**src/rtl/pipe_ctrl.sv**
```systemverilog
// pipe_ctrl: pipeline stall/flush sequencing, divider handshake with timeout, PC redirect and stall counter
module pipe_ctrl #(
  parameter logic [31:0] EXC_VECTOR  = 32'hBFC0_0380,
  parameter int          DIV_TIMEOUT = 40,
  parameter int          CNT_W       = 32
) (
  input  logic             cpu_clk_50M,
  input  logic             cpu_rst,
  input  logic             stallreq_id,
  input  logic             stallreq_exe,
  input  logic             div_ready,
  input  logic             exc_valid,
  input  logic             exc_eret,
  input  logic [31:0]      cp0_epc,
  output logic [4:0]       stall,
  output logic             flush,
  output logic [31:0]      new_pc,
  output logic             div_start,
  output logic             div_abort,
  output logic             div_timeout_err,
  output logic [CNT_W-1:0] stall_cnt
);
  localparam int TW = $clog2(DIV_TIMEOUT + 1);
  typedef enum logic {RUN, DIV} state_t;
  state_t state_q, state_d;
  logic [TW-1:0] tcnt_q, tcnt_d;
  logic [CNT_W-1:0] cnt_q;
  logic err_q, tmo;
  assign tmo = tcnt_q == TW'(DIV_TIMEOUT - 1);
  assign stall_cnt = cnt_q;
  assign div_timeout_err = err_q;
  // state register; reset always lands in RUN without an abort pulse
  always_ff @(posedge cpu_clk_50M)
    state_q <= cpu_rst ? RUN : state_d;
  // next state: enter DIV on an accepted divide, leave on exception, result or timeout
  always_comb
    state_d = (state_q == RUN) ? ((!exc_valid && stallreq_exe) ? DIV : RUN)
                               : ((exc_valid || div_ready || tmo) ? RUN : DIV);
  // outputs: exception outranks divider events, which outrank stall requests
  always_comb begin
    flush     = !cpu_rst && exc_valid;
    new_pc    = flush ? (exc_eret ? cp0_epc : EXC_VECTOR) : '0;
    div_start = !cpu_rst && state_q == RUN && !exc_valid && stallreq_exe;
    div_abort = !cpu_rst && state_q == DIV && (exc_valid || (!div_ready && tmo));
    stall     = (cpu_rst || exc_valid) ? 5'b00000
              : (state_q == RUN) ? (stallreq_exe ? 5'b00111 : stallreq_id ? 5'b00011 : 5'b00000)
              : ((div_ready || tmo) ? 5'b00000 : 5'b00111);
  end
  // timeout counter restarts on each DIV entry and advances while still waiting
  always_comb
    tcnt_d = div_start ? '0 : (state_q == DIV && stall != 5'b00000) ? tcnt_q + 1'b1 : tcnt_q;
  // saturating stall counter and sticky timeout flag
  always_ff @(posedge cpu_clk_50M)
    if (cpu_rst) begin
      tcnt_q <= '0;
      cnt_q  <= '0;
      err_q  <= 1'b0;
    end else begin
      tcnt_q <= tcnt_d;
      if (stall != 5'b00000 && cnt_q != {CNT_W{1'b1}}) cnt_q <= cnt_q + 1'b1;
      if (div_abort && !exc_valid) err_q <= 1'b1;
    end
endmodule

```
**config.mk**
```make
export PLATFORM = sky130hd
export DESIGN_NAME = pipe_ctrl
export DESIGN_NICKNAME = d
export VERILOG_FILES = /design/src/rtl/pipe_ctrl.sv
export SDC_FILE = /design/constraint.sdc
export NUM_CORES = 1
export LEC_CHECK = 0
export ABC_AREA = 1
export BUFFER_PORTS_ARGS = -buffer_cell sky130_fd_sc_hd__clkbuf_2
export CAP_MARGIN = 25
export CORE_ASPECT_RATIO = 0.5
export CORE_MARGIN = 10
export CORE_UTILIZATION = 50
export DETAILED_ROUTE_END_ITERATION = 6
export PLACE_DENSITY = 0.82
export SETUP_SLACK_MARGIN = 0.4
export SYNTH_ARGS = -nofsm -noshare
export SYNTH_HDL_FRONTEND = slang
export SYNTH_SLANG_ARGS = --single-unit
```
**constraint.sdc**
```tcl
create_clock -name cpu_clk_50M -period 4.05 [get_ports cpu_clk_50M]
set_clock_uncertainty 0.2 [all_clocks]
set_input_delay 0.405 -clock cpu_clk_50M [delete_from_list [all_inputs] [get_ports cpu_clk_50M]]
set_output_delay 0.405 -clock cpu_clk_50M [all_outputs]
set_load 0.05 [all_outputs]
```
# After elaboration in Yosys (flattened, before gate mapping)
# Cells that the tools add are included.
dict set report totals {
  mem_bits_rw 0
  latch_bits 0
  word_cells 40
  memories 0
  regBits 40
  romBits 0
}
dict set report classes {
  n_mux 10
  n_addsub 2
  multipliers 0
  n_bitwise 1
  n_reduce_logical 21
  n_shift 0
  div 0
  order_cmp 0
  eq_ne 2
}
# operator count
set op_table {}
lappend op_table {{$mux 32} 2}
lappend op_table {{$add 32x1->32 const B} 1}
lappend op_table {{$ne 32x32->1 const B} 1}
lappend op_table {{$mux 3} 4}
lappend op_table {{$logic_and 1x1->1} 11}
lappend op_table {{$add 6x1->6 const B} 1}
lappend op_table {{$eq 6x6->1 const B} 1}
lappend op_table {{$logic_or 1x1->1} 5}
lappend op_table {{$reduce_bool 5->1} 1}
lappend op_table {{$logic_not 1->1} 3}
lappend op_table {{$mux 1} 3}
lappend op_table {{$mux 2} 1}
lappend op_table {{$reduce_or 2->1} 1}
lappend op_table {{$not 1->1} 1}

# Longest topological paths before layout
# Gate-level depths: netlist of run 1.
dict set report logic_depth {
  word_depth 7
  depth_mapped 11
  mapped_depth_nobuf 11
}

# Worst setup path before layout of run 1
# No wires, ideal clock.
dict set report synth_timing {
  path_kind {input port to output port}
  startpoint {input port exc_valid}
  endpoint {output port new_pc[22]}
  t_arrival_ns 2.355
  path_buffers 1
  required_time_ns 3.445
  path_stages 5
  setup_slack_ns 1.090
  cell_sequence {inv_1 > nor2_1 > inv_1 > clkbuf_1 > a21oi_1}
}
dict set report synth_via {
  elab_chain_len 2
}
# item line
set synth_rtl {}
lappend synth_rtl {{start, declared} 12} ;# input logic exc_valid,
lappend synth_rtl {{$logic_and 1x1->1} 41} ;# flush = !cpu_rst && exc_valid;
lappend synth_rtl {{named net flush} 16} ;# output logic flush,
lappend synth_rtl {{$mux 32} 42} ;# new_pc = flush ? (exc_eret ? cp0_epc : EXC_VECTOR) : '0;
lappend synth_rtl {{end, declared} 17} ;# output logic [31:0] new_pc,
# The timed path passes the listed nets, and every way through them passes these cells.

# Final worst setup path of run 1
dict set report layout_timing {
  startpoint {register tcnt_q[0]}
  endpoint {output port stall[0]}
}
dict set report layout_via {
  elab_chain_len 5
}
# item line
set layout_rtl {}
lappend layout_rtl {{start, declared} 26} ;# logic [TW-1:0] tcnt_q, tcnt_d;
lappend layout_rtl {{start signal, assigned} 59} ;# tcnt_q <= tcnt_d;
lappend layout_rtl {{$eq 6x6->1} 29} ;# assign tmo = tcnt_q == TW'(DIV_TIMEOUT - 1);
lappend layout_rtl {{$logic_or 1x1->1} 47} ;# : ((div_ready || tmo) ? 5'b00000 : 5'b00111);
lappend layout_rtl {{$mux 3} 47}
lappend layout_rtl {{$mux 3} 46} ;# : (state_q == RUN) ? (stallreq_exe ? 5'b00111 : stallreq_id ? 5'b00011 : 5'b00000)
lappend layout_rtl {{$mux 3} 45} ;# stall = (cpu_rst || exc_valid) ? 5'b00000
lappend layout_rtl {{end, declared} 15} ;# output logic [4:0] stall,
# No other way between the ends.

==> results.ini, run 1 <==
[timing]
slew_headroom_pct = 43.5
maxSlewViolCount = 0
hold_violations = 0
worst_slack_ns = 1.46
fin_crit_ns = 2.59
fin_crit_sh_pct = 63.8
worstMarginPinSlew_ns = 0.846
tns_ns = 0
setup_viol = 0
rsz0062_at_grt = false
clock.fmax_mhz = 387

[cells_and_area]
drive_gt1_share_pct = 26.1
fillers = 589
num_antenna_cells = 0
final_nets = 668
finalInstanceArea_sq_um = 3800
syn2layout_area_growth_pct = 23.1
layout_common_cells = nand2_1 (184), clkbuf_2 (109), nor2_1 (87)
multi_input_area_sq_um = 1970
ff_latch_area_sq_um = 801
utilization_pct = 63.0
final_common_cell = nand2_1

[yosys]
syn_avg_cell_area_sq_um = 5.84
ys.warnings.count = 0
netlist_area_sq_um = 3090
synth-seq-cells = 40
syn_inst = 529
post_synth_num_cell_types = 30
yosysSeqAreaShare_pct = 25.9

[placed_design]
port_buffers = 109
globalplace.congestion = 0.927
dpl_cell_area_sq_um = 3640
pre_cts_ws_ns = 1.72
post-dp-hpwl_um = 7220

[worst_setup_path]
cp_max_fo = 17
arrival_ns = 1.98
required_ns = 3.44
worstSetupStartpointType = flop
critical_path_class = flop to primary output
cp-end-kind = primary output

[global_route]
gr-total-overflow = 0
grt_pass1_wl_um = 14800
antenna_found_initial = 0
grt_pass1_vias = 3215
grt_max_degree = 33
track_usage_pct = 17.6

[clock_tree]
cts_resized = 0
cts_tree = done
cts_hold_buffers = 0
clkLatencyLatePin_ns = 0.28
clk_pin_slew_ns = 0.06
clock_sinks = 40
clock_path_buffers = 2
clockRootBuffer = clkbuf_16
post_cts_buffers = 0
cts-htree-levels = 2
numCtsBuffers = 5

[power_and_ir_drop]
p_sw_uw = 289
power.density_nw_per_um2 = 267
pwr-share-clk_pct = 43.6
ir_worst_vdd_v = 0.000222
leakage_nw = 1.74
swShare_pct = 28.4
p_int_uw = 727
power_frac_comb_pct = 16.7
total_power_mw = 1.02
seq_power_share_pct = 39.6

[drt]
routed_wl_um = 9050
ant_nets = 0
via_per_inst = 4.93
drtPass1Iterations = 5
drc_errors = 0
num_vias = 3531
wl_per_cell_um = 12.6
initialDrtViolationCount = 254

[floorplan]
die_h_um = 75.6
die_w_um = 131
start_util_pct = 51.2
io_pins = 112
fp-row-count = 20
core_sq_um = 6030
die-area_sq_um = 9910

[status]
outcome = finished, final reports clean

[hold_path]
hold_class = primary input to flop

[flow_run]
cap_violations = 0

synth_stat cells:
| cell type | n | area [sq um] |
|---|---|---|
| a21oi_1 | 33 | 165 |
| a21oi_2 | 15 | 131 |
| a21oi_4 | 1 | 16.3 |
| buf_1 | 2 | 7.51 |
| buf_2 | 4 | 20.0 |
| buf_4 | 4 | 30.0 |
| buf_6 | 3 | 33.8 |
| clkbuf_1 | 7 | 26.3 |
| conb_1 | 1 | 3.75 |
| dfxtp_1 | 40 | 801 |
| ha_1 | 2 | 25.0 |
| inv_1 | 52 | 195 |
| inv_2 | 2 | 7.51 |
| nand2_1 | 184 | 691 |
| nand2_2 | 16 | 100 |
| nand2_4 | 3 | 33.8 |
| nand3_1 | 37 | 185 |
| nand3b_1 | 1 | 7.51 |
| nand4_1 | 5 | 31.3 |
| nor2_1 | 87 | 327 |
| nor2_2 | 5 | 31.3 |
| nor2_4 | 2 | 22.5 |
| nor2_8 | 2 | 40.0 |
| nor3_1 | 1 | 5.00 |
| nor4_1 | 1 | 6.26 |
| o21ai_0 | 2 | 10.0 |
| o21ai_1 | 3 | 15.0 |
| or2_2 | 1 | 6.26 |
| xnor2_1 | 7 | 61.3 |
| xor2_1 | 6 | 52.6 |
logic make-up (layout without fill, tap and decap cells):
logic type	count (synthesis)	in the layout	share of synthesized area [%]
buffers and inverters	74	172	10.4
adder cells (fa/ha/maj)	2	2	0.810
XOR/XNOR	13	13	3.69
AO/OA/AOI/OAI	54	54	10.9
other	1	2	0.121
flip-flops	40	40	25.9
AND/OR/NAND/NOR	345	345	48.1
registers in the layout, summed over array words and instances, names as in the netlist:
signal	flops
stall_cnt	32
div_timeout_err	1
state_q	1
tcnt_q	6
through the flow:
step / hold slack (ns) / std cells
2_1_floorplan: 0.271 / 530
3_3_place_gp: 0.260 / 708
3_5_place_dp: 0.254 / 708
4_1_cts: 0.237 / 716
5_1_grt: 0.278 / 716
6_report: 0.241 / 716
cell type report:
type | instances | area share, %
Multi-Input combinational cell | 416 | 51.8
Clock buffer | 6 | 3.39
Inverter | 54 | 5.33
Tap cell | 88 | 2.90
Timing Repair Buffer | 110 | 14.5
Sequential cell | 40 | 21.1
Clock inverter | 2 | 0.922
worst max-delay path: stages (launching register included):
cell and delay [ns]:
dfxtp_1 0.34, ha_1 0.24, inv_1 0.06, nor2_1 0.04
nand2_1 0.06, nand2_1 0.13, a21oi_4 0.45, clkbuf_2 0.37
path summary, 6_finish.rpt:
kind	depth (start not counted)	slack [ns]	to	startpoint
hold / removal	3	0.24	state_q	stallreq_exe
setup reg to reg	9	1.72	stall_cnt[10]	stall_cnt[0]
hold reg to reg	2	0.26	div_timeout_err	div_timeout_err
setup / recovery	7	1.46	stall[0]	tcnt_q[0]
routing by layer:
layer	share of wire (%)	GRT usage, %	vias to the layer above	wire length, um
met2	45	31.3	133	4100
met3	7.3	3.88	6	665
met4	0.61	3.34	0	55
met1	47	21.7	1566	4230
li1	-	-	1826	-
met5	0	2.01	-	0
power by group through the flow:
stage	logic, mW	clock network, mW	registers, mW
after CTS	0.171	0.447	0.403
after detailed placement	0.170	0	0.411
after global placement	0.169	0	0.411
after global routing	0.184	0.465	0.403
after floorplan	0.124	0	0.419
final	0.170	0.443	0.403
No activity file was read; power rests on OpenSTA's default activity.
==> run 2, diff against run 1 <==
ABC_AREA = 0   (was 1)
CORE_UTILIZATION = 47   (was 50)
clock period = 2.4 ns   (was 4.05 ns; I/O delays follow)
==> results.ini, run 2 <==
[flow_run]
cap_violations = 0

[timing]
clock.fmax_mhz = 402
setup_viol = 1
fin_crit_ns = 2.49
fin_crit_sh_pct = 104
whs_ns = 0.121
worst_slack_ns = -0.0858
slew_headroom_pct = 63.9
rsz0062_at_grt = true
maxSlewViolCount = 0
worstMarginPinSlew_ns = 0.542
hold_violations = 0

[power_and_ir_drop]
leakage_nw = 1.70
total_power_mw = 1.46
p_int_mw = 1.00
pwr-share-clk_pct = 33.3
seq_power_share_pct = 44.7
ir_worst_vdd_v = 0.000262
power.density_nw_per_um2 = 338
power_frac_comb_pct = 22.0
swShare_pct = 31.2
p_sw_uw = 455

[worst_setup_path]
critPathBufInv = 2
crit_family = simple AND/OR/NAND/NOR gates
worstSetupStartpointType = flop
critical_path_class = flop to flop
cp_slowest_cell = or4b_4
cp-end-kind = flop
required_ns = 2.41
cpMostUsedCell = buf_6
critPathMaxStageDelay_ns = 0.50
cp_max_fo = 7
crit_chain = or4b_4, a21oi_4, nor2_4, buf_6, buf_6, or4_1, a21oi_1
arrival_ns = 2.49

[cells_and_area]
final_common_cell = clkbuf_2
num_antenna_cells = 0
fillers = 215
layout.cells.non_filler = 513
layout_common_cells = clkbuf_2 (84), buf_4 (34), buf_12 (24)
final_nets = 483
syn2layout_area_growth_pct = 80.6
largest_reg_flops = 32
drive_gt1_share_pct = 59.8
utilization_pct = 87.8

[drt]
drc_errors = 0
num_vias = 3551
ant_nets = 0
drtPass1Iterations = 5
initialDrtViolationCount = 739
via_per_inst = 6.92
routed_wl_um = 13000
wl_per_cell_um = 25.3

[yosys]
ys.warnings.count = 0
syn_inst = 291
syn_avg_cell_area_sq_um = 8.20
synth_most_common_cell = dfxtp_1
synth.area.top_cells = dfxtp_1 (34%), or4_1 (7.5%), o31ai_1 (7.2%)
yosysSeqAreaShare_pct = 33.5
postSynth.asyncResetShare_pct = 0
synth-seq-cells = 40
synth_top_area_share_pct = 33.5
post_synth_num_cell_types = 47
netlist_area_sq_um = 2390
yosys_most_used_dff = dfxtp_1
synth_top_area_cell = dfxtp_1
synth_common_cells = dfxtp_1 (40), a21oi_1 (26), or4_1 (24)
synth_edf_count = 0

[global_route]
grt_max_degree = 30
grt_pass1_vias = 3100
antenna_found_initial = 0
grt_pass1_wl_um = 16900
track_usage_pct = 24.3
gr-total-overflow = 0

[placed_design]
globalplace.congestion = 0.862
place_inst = 459
pre_cts_ws_ns = 0.122
port_buffers = 109
post-dp-hpwl_um = 6370

[floorplan]
io_pins = 112
fp-row-count = 18
core_sq_um = 4910
die_w_um = 121
die_h_um = 70.4
die-area_sq_um = 8500
start_util_pct = 48.6

[hold_path]
hold_class = primary input to flop

[clock_tree]
cts_tree = done
clock_path_buffers = 2
clockRootBuffer = clkbuf_8
cts_hold_buffers = 0
numCtsBuffers = 5
clkLatencyLatePin_ns = 0.31
clk_pin_slew_ns = 0.08
clock_sinks = 40
cts-htree-levels = 2

[status]
violations = negative setup slack
outcome = complete, but fails checks

[run 2: cell types whose count changed after synthesis, moves of 23 or more]
cell / previous run / this run
nor2_1: 87 / 12
or4_1: 0 / 24
nand2_1: 184 / 20
nand3_1: 37 / 7
inv_1: 52 / 6
o31ai_1: 0 / 23
[run 2: timing repair]
item                                    in CTS  in global routing
pin swaps                                   25                 18
endpoints found under the setup margin      55                 72
cloned                                       3                  3
buffers inserted                            20                 20
gates resized for setup                     43                 45
[run 2: path summary, 6_finish.rpt]
kind                 startpoint       endpoint  slack, ns  cells after the start
setup / recovery        state_q  stall_cnt[11]      -0.09                      7
hold / removal        exc_valid        state_q       0.12                      3
setup reg to reg        state_q  stall_cnt[11]      -0.09                      7
hold reg to reg   stall_cnt[25]  stall_cnt[25]       0.30                      2
[run 2: kinds of logic (layout without fill, tap and decap cells)]
family,Yosys count,count (layout),synth area share [%]
compound gates,81,84,23.3
xor+xnor,5,5,1.83
fa+ha+maj,2,2,1.05
buf+inv,32,180,6.60
flops,40,40,33.5
mux,1,1,0.419
other cells,1,2,0.157
simple gates,129,129,33.1
[run 2: stage by stage]
step | cell area, sq um | TNS (ns)
3_5_place_dp | 3480 | 0
2_1_floorplan | 2620 | 0
6_report | 4310 | -0.0858
5_1_grt | 4310 | -0.177
4_1_cts | 3930 | 0
3_3_place_gp | 3480 | 0
[run 2: final cells by class]
type	instances	area, sq um	area share, %
Timing Repair Buffer	165	1440	33.3
Inverter	7	37.5	0.871
Tap cell	70	87.6	2.03
Multi-Input combinational cell	223	1780	41.3
Sequential cell	40	880	20.4
Clock buffer	8	90.1	2.09
[run 2: worst register-to-register path, stage by stage (launching register included)]
cell and delay [ns]:
dfxtp_4 0.36, or4b_4 0.50, a21oi_4 0.24, nor2_4 0.09, buf_6 0.15, buf_6 0.14, or4_1 0.48, a21oi_1 0.25
[run 2: routing by layer]
layer	global-route usage, %	up-vias	share of wire, %
met2	40.2	395	45
met1	25.1	1634	32
li1	-	1415	-
met5	0	-	0
met4	13.2	0	7.4
met3	11.4	107	16
[run 2: power by group through the flow]
stage / registers, mW / logic (mW) / clock network (mW)
finish: 0.652 / 0.321 / 0.485
global route: 0.652 / 0.333 / 0.513
CTS: 0.652 / 0.302 / 0.476
detailed placement: 0.669 / 0.273 / 0
global placement: 0.668 / 0.267 / 0
floorplan: 0.674 / 0.167 / 0
